$ cat config.mk
export PLATFORM = sky130hd
export DESIGN_NAME = uart_tx_buffered
export DESIGN_NICKNAME = d
export VERILOG_FILES = /design/src/rtl/uart_pkg.sv /design/src/rtl/uart_tx_core.sv /design/src/rtl/uart_tx_buffered.sv
export SDC_FILE = /design/constraint.sdc
export NUM_CORES = 1
export LEC_CHECK = 0
export CORE_ASPECT_RATIO = 0.75
export CORE_UTILIZATION = 45
export DETAILED_ROUTE_END_ITERATION = 16
export SLEW_MARGIN = 20
export SYNTH_ARGS = -nofsm -noshare
export SYNTH_HDL_FRONTEND = slang
export SYNTH_SLANG_ARGS = --single-unit
$ cat constraint.sdc
create_clock -name clk -period 9.3 [get_ports clk]
set_clock_uncertainty 0.2 [all_clocks]
set_input_delay 0.93 -clock clk [delete_from_list [all_inputs] [get_ports clk]]
set_output_delay 0.93 -clock clk [all_outputs]
set_load 0.03 [all_outputs]
$ cat src/rtl/uart_pkg.sv
// Shared UART definitions, used by the transmitter and the future receiver.
package uart_pkg;

    typedef enum logic [1:0] {
        IDLE,
        START,
        DATA,
        STOP
    } tx_state_t;

    localparam int UART_CLKS_PER_BIT_115200 = 434;
    localparam int UART_BITS_N              = 8;

endpackage

$ cat src/rtl/uart_tx_core.sv
// 8N1-style frame serialiser. Pulls one byte per frame from an external
// source through a single-cycle load/byte_in/take handshake.
//
// state | meaning
// IDLE  | line high, waiting for a byte to be available
// START | driving the start bit (0)
// DATA  | shifting data bits out, LSB first
// STOP  | driving the stop bit (1); chains straight into START if more data
module uart_tx_core
    import uart_pkg::*;
#(
    parameter int CLKS_PER_BIT = UART_CLKS_PER_BIT_115200,
    parameter int BITS_N       = UART_BITS_N
) (
    input  logic              clk,
    input  logic              rst,
    input  logic              load_i,
    input  logic [BITS_N-1:0] byte_in_i,
    output logic              take_o,
    output logic              tx_o,
    output logic              active_o
);

    localparam int CNT_W = (CLKS_PER_BIT > 1) ? $clog2(CLKS_PER_BIT) : 1;
    localparam int IDX_W = (BITS_N > 1) ? $clog2(BITS_N) : 1;
    localparam logic [CNT_W-1:0] CNT_LAST = CNT_W'(CLKS_PER_BIT - 1);
    localparam logic [IDX_W-1:0] IDX_LAST = IDX_W'(BITS_N - 1);

    tx_state_t         state_q, state_d;
    logic [CNT_W-1:0]  clk_cnt_q, clk_cnt_d;
    logic [IDX_W-1:0]  bit_idx_q, bit_idx_d;
    logic [BITS_N-1:0] shift_q, shift_d;
    logic              tx_q, tx_d;
    logic              bit_done;

    assign bit_done = (clk_cnt_q == CNT_LAST);
    assign tx_o     = tx_q;
    assign active_o = (state_q != IDLE);

    // Register FSM state, bit timing counters, shift register and line level.
    always_ff @(posedge clk) begin
        if (!rst) begin
            state_q   <= IDLE;
            clk_cnt_q <= '0;
            bit_idx_q <= '0;
            shift_q   <= '0;
            tx_q      <= 1'b1;
        end else begin
            state_q   <= state_d;
            clk_cnt_q <= clk_cnt_d;
            bit_idx_q <= bit_idx_d;
            shift_q   <= shift_d;
            tx_q      <= tx_d;
        end
    end

    // Next-state logic; the line level is registered, so each transition
    // sets the value the line takes on the same edge.
    always_comb begin
        state_d   = state_q;
        clk_cnt_d = bit_done ? '0 : clk_cnt_q + CNT_W'(1);
        bit_idx_d = bit_idx_q;
        shift_d   = shift_q;
        tx_d      = tx_q;
        take_o    = 1'b0;
        case (state_q)
            IDLE: begin
                clk_cnt_d = '0;
                if (load_i) begin
                    take_o  = 1'b1;
                    shift_d = byte_in_i;
                    tx_d    = 1'b0;
                    state_d = START;
                end
            end
            START: begin
                if (bit_done) begin
                    tx_d      = shift_q[0];
                    bit_idx_d = '0;
                    state_d   = DATA;
                end
            end
            DATA: begin
                if (bit_done) begin
                    if (bit_idx_q == IDX_LAST) begin
                        tx_d    = 1'b1;
                        state_d = STOP;
                    end else begin
                        bit_idx_d = bit_idx_q + IDX_W'(1);
                        shift_d   = shift_q >> 1;
                        tx_d      = shift_q[1];
                    end
                end
            end
            STOP: begin
                if (bit_done) begin
                    if (load_i) begin
                        take_o  = 1'b1;
                        shift_d = byte_in_i;
                        tx_d    = 1'b0;
                        state_d = START;
                    end else begin
                        state_d = IDLE;
                    end
                end
            end
            default: state_d = IDLE;
        endcase
    end

endmodule

$ cat src/rtl/uart_tx_buffered.sv
// Buffered UART transmitter: valid/ready byte intake into a circular FIFO,
// drained back-to-back by the frame serialiser.
module uart_tx_buffered
    import uart_pkg::*;
#(
    parameter int CLKS_PER_BIT = UART_CLKS_PER_BIT_115200,
    parameter int BITS_N       = UART_BITS_N,
    parameter int DEPTH        = 16
) (
    input  logic                  clk,
    input  logic                  rst,
    input  logic [BITS_N-1:0]     data_in,
    input  logic                  data_valid,
    output logic                  data_ready,
    output logic                  uart_out,
    output logic                  busy,
    output logic [$clog2(DEPTH):0] fill_level
);

    localparam int PTR_W = (DEPTH > 1) ? $clog2(DEPTH) : 1;
    localparam int CNT_W = PTR_W + 1;

    logic [BITS_N-1:0] mem_q [DEPTH];
    logic [PTR_W-1:0]  wr_ptr_q, wr_ptr_d;
    logic [PTR_W-1:0]  rd_ptr_q, rd_ptr_d;
    logic [CNT_W-1:0]  count_q, count_d;
    logic              full, empty, push, pop;
    logic              core_active;

    assign full       = (count_q == CNT_W'(DEPTH));
    assign empty      = (count_q == '0);
    assign data_ready = rst && !full;
    assign push       = data_valid && data_ready;
    assign fill_level = count_q;
    assign busy       = !empty || core_active;

    // Serialiser only sees the FIFO head when the FIFO was non-empty before
    // the edge, so a byte written this edge cannot be popped this edge.
    uart_tx_core #(
        .CLKS_PER_BIT(CLKS_PER_BIT),
        .BITS_N      (BITS_N)
    ) u_core (
        .clk      (clk),
        .rst      (rst),
        .load_i   (!empty),
        .byte_in_i(mem_q[rd_ptr_q]),
        .take_o   (pop),
        .tx_o     (uart_out),
        .active_o (core_active)
    );

    // FIFO storage; contents need no reset because count gates every read.
    always_ff @(posedge clk) begin
        if (push) begin
            mem_q[wr_ptr_q] <= data_in;
        end
    end

    // Pointer and occupancy bookkeeping; pointers wrap naturally.
    always_comb begin
        wr_ptr_d = wr_ptr_q;
        rd_ptr_d = rd_ptr_q;
        count_d  = count_q;
        if (push) wr_ptr_d = wr_ptr_q + PTR_W'(1);
        if (pop)  rd_ptr_d = rd_ptr_q + PTR_W'(1);
        case ({push, pop})
            2'b10:   count_d = count_q + CNT_W'(1);
            2'b01:   count_d = count_q - CNT_W'(1);
            default: count_d = count_q;
        endcase
    end

    // Register FIFO pointers and count.
    always_ff @(posedge clk) begin
        if (!rst) begin
            wr_ptr_q <= '0;
            rd_ptr_q <= '0;
            count_q  <= '0;
        end else begin
            wr_ptr_q <= wr_ptr_d;
            rd_ptr_q <= rd_ptr_d;
            count_q  <= count_d;
        end
    end

endmodule

# ---- Word-level counts from Yosys, hierarchy flattened
# Memories as Yosys holds them, arrays and structs flattened. A register that Yosys moved wholly into a read port is not among the register bits.
# Cells that the tools add are included.
dict set report totals {
  regBits 36
  mem_bits_rw 128
  n_memories 1
  inputBits 11
  latchBits 0
  word_cells 76
  romBits 0
  out_inout_bits 8
}
dict set report classes {
  multipliers 0
  n_eq_ne 14
  n_addsub 6
  bitwise_logic 1
  n_reduce_logical 16
  mux 30
  shift 0
  n_lt_le_gt_ge 0
  div_mod_pow 0
}
# memory words word_bits rd rd_ports_with_merged_regs write_ports line_no
set memory_table {}
lappend memory_table {mem_q 16 8 1 1 1 uart_tx_buffered.sv:23} ;# logic [BITS_N-1:0] mem_q [DEPTH];
# cell n
set ops {}
lappend ops {{$mux 8} 4}
lappend ops {{$pmux 8 s3} 1}
lappend ops {{$mux 1} 10}
lappend ops {{$mux 2} 5}
lappend ops {{$pmux 5 s2} 1}
lappend ops {{$add 9x1->9 const B} 1}
lappend ops {{$eq 9x9->1 const B} 1}
lappend ops {{$mux 3} 3}
lappend ops {{$add 4x1->4 const B} 2}
lappend ops {{$mux 4} 2}
lappend ops {{$ne 2x1->1 const B} 4}
lappend ops {{$pmux 2 s4} 1}
lappend ops {{$reduce_and 4->1} 2}
lappend ops {{$eq 2x2->1 const B} 3}
lappend ops {{$pmux 3 s2} 1}
lappend ops {{$reduce_bool 2->1} 3}
lappend ops {{$add 5x1->5 const B} 1}
lappend ops {{$eq 5x5->1 const B} 1}
lappend ops {{$logic_not 5->1} 1}
lappend ops {{$reduce_and 5->1} 1}
lappend ops {{$sub 5x1->5 const B} 1}
lappend ops {{$eq 2x1->1 const B} 2}
lappend ops {{$ne 2x2->1 const B} 2}
lappend ops {{$pmux 1 s4} 1}
lappend ops {{11 further kinds} 13}

# ---- Logic depth before layout (Yosys ltp)
# Gate-level depths: netlist of run 1.
dict set report logic_depth {
  depth_word 6
  depth_mapped 14
  mapped_depth_nobuf 13
}

# ---- Cells and area by module
# A second synthesis of run 1 with hierarchy kept.
dict set report hier_totals {
  cells_unflattened 446
  area_unflattened_um2 7154.4
}
# mod seq_area_each_um2 instances area_each_um2 cells_per_inst
set by_module_without_submodules {}
lappend by_module_without_submodules {uart_tx_buffered 4184.0 1 5843.1 310}
lappend by_module_without_submodules {uart_tx_core 460.4 1 1311.3 136}

# ---- Worst setup path after synthesis of run 1
# No wires, ideal clock.
dict set report synth_path {
  path_kind {input to register}
  start {input port data_valid}
  end {register count_q[4], in the netlist fill_level[4]}
  setup_slack_ns 6.011
  stages 10
  setup_time_ns 0.115
  path_buffers 1
  required_ns 8.985
  arrival_ns 2.974
  path_cell_list {nand2_1 -> a21oi_1 -> clkbuf_1 -> inv_1 -> ha_1 -> a222oi_1 -> or4b_1 -> a221oi_2 -> xnor2_1 -> and2_1}
}
dict set report synth_between {
  elab_chain_len 3
}
# element line_no
set synth_lines {}
lappend synth_lines {{start: declaration} uart_tx_buffered.sv:13} ;# input logic data_valid,
lappend synth_lines {{$logic_and 1x1->1 *} uart_tx_buffered.sv:33} ;# assign push = data_valid && data_ready;
lappend synth_lines {{$eq 2x1->1 or $eq 2x2->1 (tied branches)} uart_tx_buffered.sv:66} ;# case ({push, pop})
lappend synth_lines {{$pmux 5 s2 or $reduce_bool 2->1 (tied branches)} n/a}
lappend synth_lines {{end signal: assignment} uart_tx_buffered.sv:82} ;# count_q <= count_d;
lappend synth_lines {{end: declaration} uart_tx_buffered.sv:26} ;# logic [CNT_W-1:0] count_q, count_d;
# Every way passes the cells marked *; elsewhere a longest branch is shown, timed or not.
# A chain may end at the register's enable or synchronous reset.

# ---- Worst setup path in the final report of run 1
dict set report layout_path {
  start {input port rst}
  end {register count_q[4], in the netlist fill_level[4]}
}
dict set report layout_between {
  elab_chain_len 4
}
# element line_no
set layout_lines {}
lappend layout_lines {{start: declaration} uart_tx_buffered.sv:11} ;# input logic rst,
lappend layout_lines {{$logic_and 1x1->1} uart_tx_buffered.sv:32} ;# assign data_ready = rst && !full;
lappend layout_lines {{$logic_and 1x1->1} uart_tx_buffered.sv:33}
lappend layout_lines {{$eq 2x1->1 or $eq 2x2->1 (tied branches)} uart_tx_buffered.sv:66}
lappend layout_lines {{$pmux 5 s2 or $reduce_bool 2->1 (tied branches)} n/a}
# Parallel ways exist; a longest one is shown, timed or not.

==> flow_summary.toml, run 1 <==
[timing]
holdWs_ns = 0.269
setup_viol = 0
max-slew-margin-rel_pct = 34.3
hold_violations = 0
rsz0062_at_grt = "no"
worst_slew_pin_slew_ns = 0.982
worst_slack_ns = 5.09
setup_tns_ns = 0
min_period_ns = 4.21
timing.fmax_mhz = 237
period_share_pct = 45.3
drv_slew = 0

[critical_path]
critPathKind = "in2reg"
cp_slowest_cell = "a21oi_1"
critPathMaxStageDelay_ns = 0.68
regToRegSetupSlack_ns = 5.73
crit_path_start_kind = "primary input"
reg2reg_depth = 9
worstSetupEndpoint = "fill_level[4]"
required_ns = 9.42
r2r-start = "fill_level[2]"
arrival_ns = 4.33
reg2reg_to = "fill_level[4]"
cp_max_fo = 39
critPathLaunch = "rst"
crit_path_cell_trace = "clkdlybuf4s50_1 > buf_4 > nand2_1 > a21oi_1 > inv_1 > ha_1 > a222oi_1 > or4b_1 > a221oi_2 > xnor2_1 > and2_1"
crit_path_end_kind = "register"

[global_routing]
grt_overflow = 0
first_global_vias = 3697
grt_start_max_net_pins = 40
grt_pass1_wl_um = 21300
grt.total_usage_pct = 18.1
antenna_found_initial = 0

[detailed_routing]
wl_per_cell_um = 20.0
drc_errors = 0
vias = 3757
avgViaCountPerCell = 5.57
ant_nets = 0
drtIter0Drc = 363
firstDrtPassIters = 4
totalWireLength_um = 13500

[yosys]
synth_top_cell_area_share_pct = 54.5
synth-xor-area-share_pct = 1.74
muxShareOfSynthArea_pct = 14.5
synth-edff-count = 128
synth_top_family_by_area = "multiplexers"
synthFlopType = "edfxtp_1"
synthesis.nets = 466
yosys.area.top_type = "edfxtp_1"
ys_warn_count = 0
synth_cell_types = 55
netlist_area_um2 = 7060
synth.area.top_cells = "edfxtp_1 54%, mux4_2 13%, dfxtp_1 11%"
ys_ff_latch = 168
synth_cells = 438
synth_simple_gate_area_share_pct = 8.56
yosys.area_share.adder_pct = 3.01
synth_async_sr_flop_share_pct = 0
ys_seq_area_share_pct = 65.8
synth_compound_area_share_pct = 4.38
avgSynthCellArea_um2 = 16.1

[clock_network]
cts_tree = "yes"
cts_resized = 0
cts-root-buf = "clkbuf_16"
holdBufCountCts = 0
clock_latency_ns = 0.42
numCtsBuffers = 17
clkTransAtPathRegs_ns = 0.06
post_cts_buffers = 0
clock_sink_count = 168
cts_max_level = 4
cts_max_path_buffers = 2

[place]
pre_cts_slack_ns = 4.65
post-dp-hpwl_um = 8560
gp_congestion = 0.786
place_inst = 643
portBuffers = 18

[finish]
antenna_cells = 0
area_growth_pct = 13.6
fin_util_pct = 52.5
final_cells = 675
drive_above_1_share_pct = 18.1
nets = 485

[floorplanning]
start_util_pct = 46.2
die-area_um2 = 16200
dieWidth_um = 147
boundaryPins = 19
core_area_um2 = 15300
row_count = 39
die_y_um = 110

[run]
drv_cap = 0

[hold_path]
hp-class = "reg2reg"
holdPathStages = 2

[power_and_ir_drop]
p_per_area_nw_per_um2 = 273
p_leak_uw = 0.00255
max-vdd-ir-drop_v = 0.000164

[outcome]
outcome = "finished, final reports clean"
-- worst max-delay path: cells and delay by family --
| family | cells | cell delay [ns] |
|---|---|---|
| buf+inv | 3 | 0.88 |
| compound gates | 3 | 1.32 |
| simple gates | 3 | 0.76 |
| fa+ha+maj | 1 | 0.37 |
| xor+xnor | 1 | 0.08 |
-- cells in the final DEF (no fill, tap or decap), drive strengths merged, types with 3 or more instances in the layout --
master,synthesis,final
mux2i,11,11
nand2b,3,3
clkinvlp,0,5
clkbuf,17,17
inv,8,9
nor3b,3,3
buf,6,6
edfxtp,128,128
bufinv,0,3
dfxtp,40,40
xnor2,8,8
nand3,10,10
nor2,24,24
mux4,40,40
ha,17,17
nor3,6,6
a22oi,3,3
nand2,20,20
nand4,4,4
nand3b,3,3
a21oi,15,15
o21ai,16,16
and2,10,10
clkinv,0,6
xor2,6,6
nor2b,10,10
clkdlybuf4s50,0,18
-- worst min path at each step --
stage                         from                  end  slack, ns
2_1_floorplan  u_core.clk_cnt_q[0]  u_core.clk_cnt_q[0]       0.23
3_3_place_gp   u_core.clk_cnt_q[0]  u_core.clk_cnt_q[0]       0.25
3_5_place_dp           u_core.tx_o          u_core.tx_o       0.26
4_1_cts                u_core.tx_o          u_core.tx_o       0.27
5_1_grt                u_core.tx_o          u_core.tx_o       0.31
6_report               u_core.tx_o          u_core.tx_o       0.27
-- metal layers --
layer,GRT usage (%),share of wire [%]
met5,0,0
met1,27.0,47
met4,7.43,1.8
met3,4.46,6.2
met2,25.3,45
-- kinds of logic (layout without fill, tap and decap cells) --
| family | after synthesis | after routing |
|---|---|---|
| compound gates | 48 | 48 |
| mux | 52 | 52 |
| xor+xnor | 14 | 14 |
| buf+inv | 32 | 64 |
| fa+ha+maj | 17 | 17 |
| simple gates | 107 | 107 |
| flops | 168 | 168 |
-- through the flow --
stage / instance area [um^2] / total power, uW
CTS: 8010 / 2200
global route: 8010 / 2300
global placement: 7430 / 1500
floorplan: 7060 / 1360
finish: 8010 / 2190
detailed placement: 7430 / 1510
-- flip-flops by register name (all words and copies together) (netlist names), named ones only --
signal            flops
wr_ptr_q              4
u_core.state_q        2
u_core.shift_q        8
u_core.clk_cnt_q      9
mem_q               128
fill_level            5
u_core.bit_idx_q      3
rd_ptr_q              4
u_core.tx_o           1
-- cell usage after synthesis (all sizes together) (2+ instances only) --
master	count
edfxtp	128
dfxtp	40
mux4	40
nor2	24
nand2	20
clkbuf	17
ha	17
o21ai	16
a21oi	15
mux2i	11
and2	10
nand3	10
nor2b	10
inv	8
xnor2	8
buf	6
nor3	6
xor2	6
nand4	4
a22oi	3
nand2b	3
nand3b	3
nor3b	3
a211o	2
a31oi	2
and4b	2
nand4b	2
or3	2
-- power breakdown --
| group | internal [uW] | switching (uW) |
|---|---|---|
| Sequential | 852 | 56.6 |
| Clock | 417 | 279 |
| Combinational | 267 | 319 |
-- final cells by class --
cell class	count	area (um^2)
clock buffer	17	425
sequential	168	4650
fill	1219	7260
inverter	8	30.0
timing repair buffer	24	225
multi-input combinational	238	2270
tap	205	256
clock inverter	15	159
Power figures use the tool's default switching activity.
==> inputs of run 2 (changes only) <==
clock period = 3.98 ns   (was 9.3 ns; I/O delays follow)
==> flow_summary.toml, run 2 (synthesis results as in run 1) <==
[finish]
drive_above_1_share_pct = 19.2
biggestRegsByFlops = "mem_q x128, u_core.clk_cnt_q x9, u_core.shift_q x8"
final_common_cell = "edfxtp_1"
design_area_um2 = 8000
area_growth_pct = 13.4
nets = 489
antenna_cells = 0
largest_reg_flops = 128
regMostFlops = "mem_q"
final_cell_mix = "128 x edfxtp_1, 40 x mux4_2, 39 x dfxtp_1"

[global_routing]
grt_overflow = 0
grt_start_max_net_pins = 39
antenna_found_initial = 0
grt.total_usage_pct = 18.4
grt_pass1_wl_um = 21700
first_global_vias = 3679

[timing]
timing.fmax_mhz = 307
max-slew-margin-rel_pct = 37.4
worst_slack_ns = 0.724
hold_violations = 0
worst_slew_pin_slew_ns = 0.936
setup_tns_ns = 0
setup_viol = 0
rsz0062_at_grt = "no"
drv_slew = 0
min_period_ns = 3.26
holdWs_ns = 0.268
period_share_pct = 81.8

[floorplanning]
boundaryPins = 19
core_area_um2 = 15300
start_util_pct = 46.2
row_count = 39
dieWidth_um = 147
die-area_um2 = 16200
die_y_um = 110

[clock_network]
cts_max_level = 4
clkTransAtPathRegs_ns = 0.06
cts-root-buf = "clkbuf_16"
numCtsBuffers = 17
clock_sink_count = 168
holdBufCountCts = 0
post_cts_buffers = 0
cts_max_path_buffers = 2
clock_latency_ns = 0.42
cts_resized = 0
cts_tree = "yes"

[detailed_routing]
vias = 3759
totalWireLength_um = 13600
avgViaCountPerCell = 5.54
ant_nets = 0
drc_errors = 0
wl_per_cell_um = 20.1
drtIter0Drc = 356
firstDrtPassIters = 7

[power_and_ir_drop]
p_per_area_nw_per_um2 = 623
p_seq_share_pct = 42.0
swShare_pct = 30.4
p_switching_uw = 1520
p_clk_share_pct = 30.2
finalPower_uw = 4990
p_leak_uw = 0.00256
max-vdd-ir-drop_v = 0.000274
p_int_uw = 3470
comb_power_share_pct = 27.8

[place]
portBuffers = 18
gp_congestion = 0.808
post-dp-hpwl_um = 8760
dpl_cell_area_um2 = 7460
pre_cts_slack_ns = 0.773

[critical_path]
required_ns = 4.09
crit_path_start_kind = "register"
crit_path_end_kind = "register"
arrival_ns = 3.37
cp_max_fo = 13
critPathMaxStageDelay_ns = 0.48
critPathKind = "reg2reg"
crit_path_cell_trace = "ha_1 > and4bb_4 > a31oi_4 > nor3_2 > ha_1 > xor2_1 > ha_1 > o22ai_1 > nor2_1 > a221oi_2 > xnor2_1 > and2_1"
cp_slowest_cell = "ha_1"
cp_common_cell = "ha_1"

[run]
drv_cap = 0

[outcome]
outcome = "finished, final reports clean"

[hold_path]
hp-class = "reg2reg"
-- run 2: cell count changes in the layout (fill, tap and decap cells not counted) --
cell | previous run | this run
clkinvlp_2 | 0 | 2
clkinv_1 | 6 | 0
bufinv_16 | 3 | 1
inv_6 | 1 | 0
clkinvlp_4 | 5 | 2
clkinv_2 | 0 | 3
clkinv_4 | 0 | 4
dfxtp_1 | 38 | 39
dfxtp_2 | 2 | 1
buf_4 | 6 | 10
clkbuf_1 | 0 | 3
-- run 2: layer usage --
metal,GRT usage [%],wire (um),share of wire [%]
met1,28.8,7010,51
met2,24.9,5860,43
met3,4.96,673,4.9
met4,5.21,94,0.69
met5,0,0,0
-- run 2: through the flow --
step | std cells | utilization [%]
2_1_floorplan | 438 | -
4_1_cts | 679 | 52.4
5_1_grt | 679 | 52.4
3_5_place_dp | 647 | 48.8
6_report | 679 | 52.4
3_3_place_gp | 647 | 48.8
-- run 2: cell type report --
type                    count  area (um^2)
well taps                 205          256
clock buffers              20          437
flip-flops and latches    168         4650
inverters                   8         30.0
multi-input cells         238         2270
repair buffers             28          255
fillers                  1237         7270
clock inverters            12          105
-- run 2: critical path: cells and delay by family, from the launching register on --
family          cells  cell delay (ns)
xor+xnor            2             0.21
compound gates      3             0.53
flops               1             0.38
simple gates        4             0.94
fa+ha+maj           3             0.88
-- run 2: worst paths after layout --
check	from	end	slack, ns	depth (start not counted)
worst max-delay path	u_core.clk_cnt_q[0]	fill_level[4]	0.72	12
worst max register to register	u_core.clk_cnt_q[0]	fill_level[4]	0.72	12
worst min-delay path	u_core.tx_o	u_core.tx_o	0.27	2
worst min register to register	u_core.tx_o	u_core.tx_o	0.27	2
-- run 2: power by group through the flow --
stage	clock (uW)	sequential [uW]	combinational, uW
floorplan	0	2140	1050
global placement	0	2120	1370
detailed placement	0	2130	1390
CTS	1540	2090	1390
global route	1620	2110	1530
finish	1500	2090	1390
==> inputs of run 3 (changes only) <==
clock period = 3.1 ns   (was 3.98 ns; I/O delays follow)
==> flow_summary.toml, run 3 (synthesis results as in run 1) <==
[critical_path]
r2r-start = "u_core.clk_cnt_q[1]"
critPathKind = "reg2reg"
reg2reg_depth = 11
crit_path_end_kind = "register"
required_ns = 3.22
reg2reg_to = "fill_level[4]"
regToRegSetupSlack_ns = 0.19
cp_max_fo = 5
arrival_ns = 3.03
crit_path_start_kind = "register"

[outcome]
outcome = "finished, final reports clean"

[place]
post-dp-hpwl_um = 9130
portBuffers = 18
gp_congestion = 0.777

[finish]
drive_above_1_share_pct = 23.3
nets = 509
nFillCells = 1201
regMostFlops = "mem_q"
antenna_cells = 0
area_growth_pct = 18.0
largest_reg_flops = 128
multi_input_area_um2 = 2280
final_cell_mix = "128 x edfxtp_1, 40 x mux4_2, 38 x dfxtp_1"
fin_util_pct = 54.5
final_common_cell = "edfxtp_1"
seq_area_um2 = 4650
biggestRegsByFlops = "mem_q x128, u_core.clk_cnt_q x9, u_core.shift_q x8"

[timing]
worst_slew_pin_slew_ns = 0.754
setup_tns_ns = 0
min_period_ns = 2.91
timing.fmax_mhz = 344
drv_slew = 0
setup_viol = 0
period_share_pct = 93.9
max-slew-margin-rel_pct = 49.7
rsz0062_at_grt = "no"
hold_violations = 0

[clock_network]
numCtsBuffers = 17
cts_max_path_buffers = 2
clock_sink_count = 168
clkTransAtPathRegs_ns = 0.07
cts-root-buf = "clkbuf_16"
holdBufCountCts = 0
clock_latency_ns = 0.43
cts_tree = "yes"
cts_max_level = 4

[detailed_routing]
firstDrtPassIters = 5
vias = 3809
ant_nets = 0
avgViaCountPerCell = 5.45
wl_per_cell_um = 19.6
drc_errors = 0
totalWireLength_um = 13700
drtIter0Drc = 319

[hold_path]
holdPathStages = 1
min_from = "u_core.clk_cnt_q[0]"
min_to = "u_core.clk_cnt_q[0]"
hp-class = "reg2reg"

[global_routing]
antenna_found_initial = 1
first_global_vias = 3857
grt_start_max_net_pins = 39
grt_pass1_wl_um = 22000
grt.total_usage_pct = 18.7
grt_overflow = 0

[power_and_ir_drop]
swShare_pct = 29.1
p_clk_share_pct = 34.4
p_switching_uw = 2060
p_leak_uw = 0.00275
max-vdd-ir-drop_v = 0.000433
p_int_uw = 5010
comb_power_share_pct = 27.9
p_per_area_nw_per_um2 = 849
p_seq_share_pct = 37.7

[floorplanning]
boundaryPins = 19
die-area_um2 = 16200
dieWidth_um = 147
die_y_um = 110
start_util_pct = 46.2
core_area_um2 = 15300
row_count = 39

[run]
drv_cap = 0
-- run 3: final cells by class --
class / count / share of cell area [%]
Inverter: 8 / 0.361
Timing Repair Buffer: 48 / 5.17
Clock buffer: 17 / 5.11
Clock inverter: 15 / 3.15
Tap cell: 205 / 3.08
Multi-Input combinational cell: 238 / 27.3
Sequential cell: 168 / 55.8
-- run 3: routing by layer --
layer	share of wire [%]	global-route usage, %	vias up
li1	-	-	1782
met1	47	27.9	1950
met2	46	26.6	72
met3	5.7	5.54	5
met4	0.60	5.35	0
met5	0	0	-
-- run 3: worst max-delay path by stage --
stage | startpoint | cells past startpoint | to
floorplan | fill_level[1] | 11 | fill_level[4]
global placement | u_core.clk_cnt_q[1] | 11 | fill_level[4]
detailed placement | u_core.clk_cnt_q[1] | 11 | fill_level[4]
CTS | u_core.clk_cnt_q[1] | 11 | fill_level[4]
global route | u_core.state_q[0] | 10 | fill_level[4]
finish | u_core.clk_cnt_q[1] | 11 | fill_level[4]
-- run 3: through the flow --
stage          hold WS (ns)  power (uW)  worst slack, ns  instance area (um^2)  instances
5_1_grt               0.275        7430           0.0737                  8330        699
3_5_place_dp          0.258        4690            0.136                  7630        666
3_3_place_gp          0.245        4640            0.224                  7630        666
2_1_floorplan         0.209        4110          0.00727                  7060        438
4_1_cts               0.272        7140            0.128                  8320        698
6_report              0.237        7070            0.189                  8330        699
-- run 3: what timing repair did --
item                       4_1_cts  5_1_grt
setup endpoints to repair        0        1
setup buffers                    0        1
resized for setup                0        1
-- run 3: power groups by stage --
stage | clock network (uW) | registers [uW] | logic, uW
2_1_floorplan | 0 | 2740 | 1370
3_3_place_gp | 0 | 2710 | 1930
3_5_place_dp | 0 | 2720 | 1970
4_1_cts | 2490 | 2670 | 1980
5_1_grt | 2570 | 2690 | 2170
6_report | 2430 | 2670 | 1980
-- run 3: critical path, stage by stage (launching register included) --
cell	delay, ns
dfxtp_1	0.36
inv_1	0.05
ha_1	0.18
and4bb_4	0.22
a31oi_4	0.22
nor3_4	0.07
ha_1	0.19
a222oi_1	0.31
or4b_1	0.48
a221oi_2	0.27
xnor2_1	0.09
and2_1	0.15
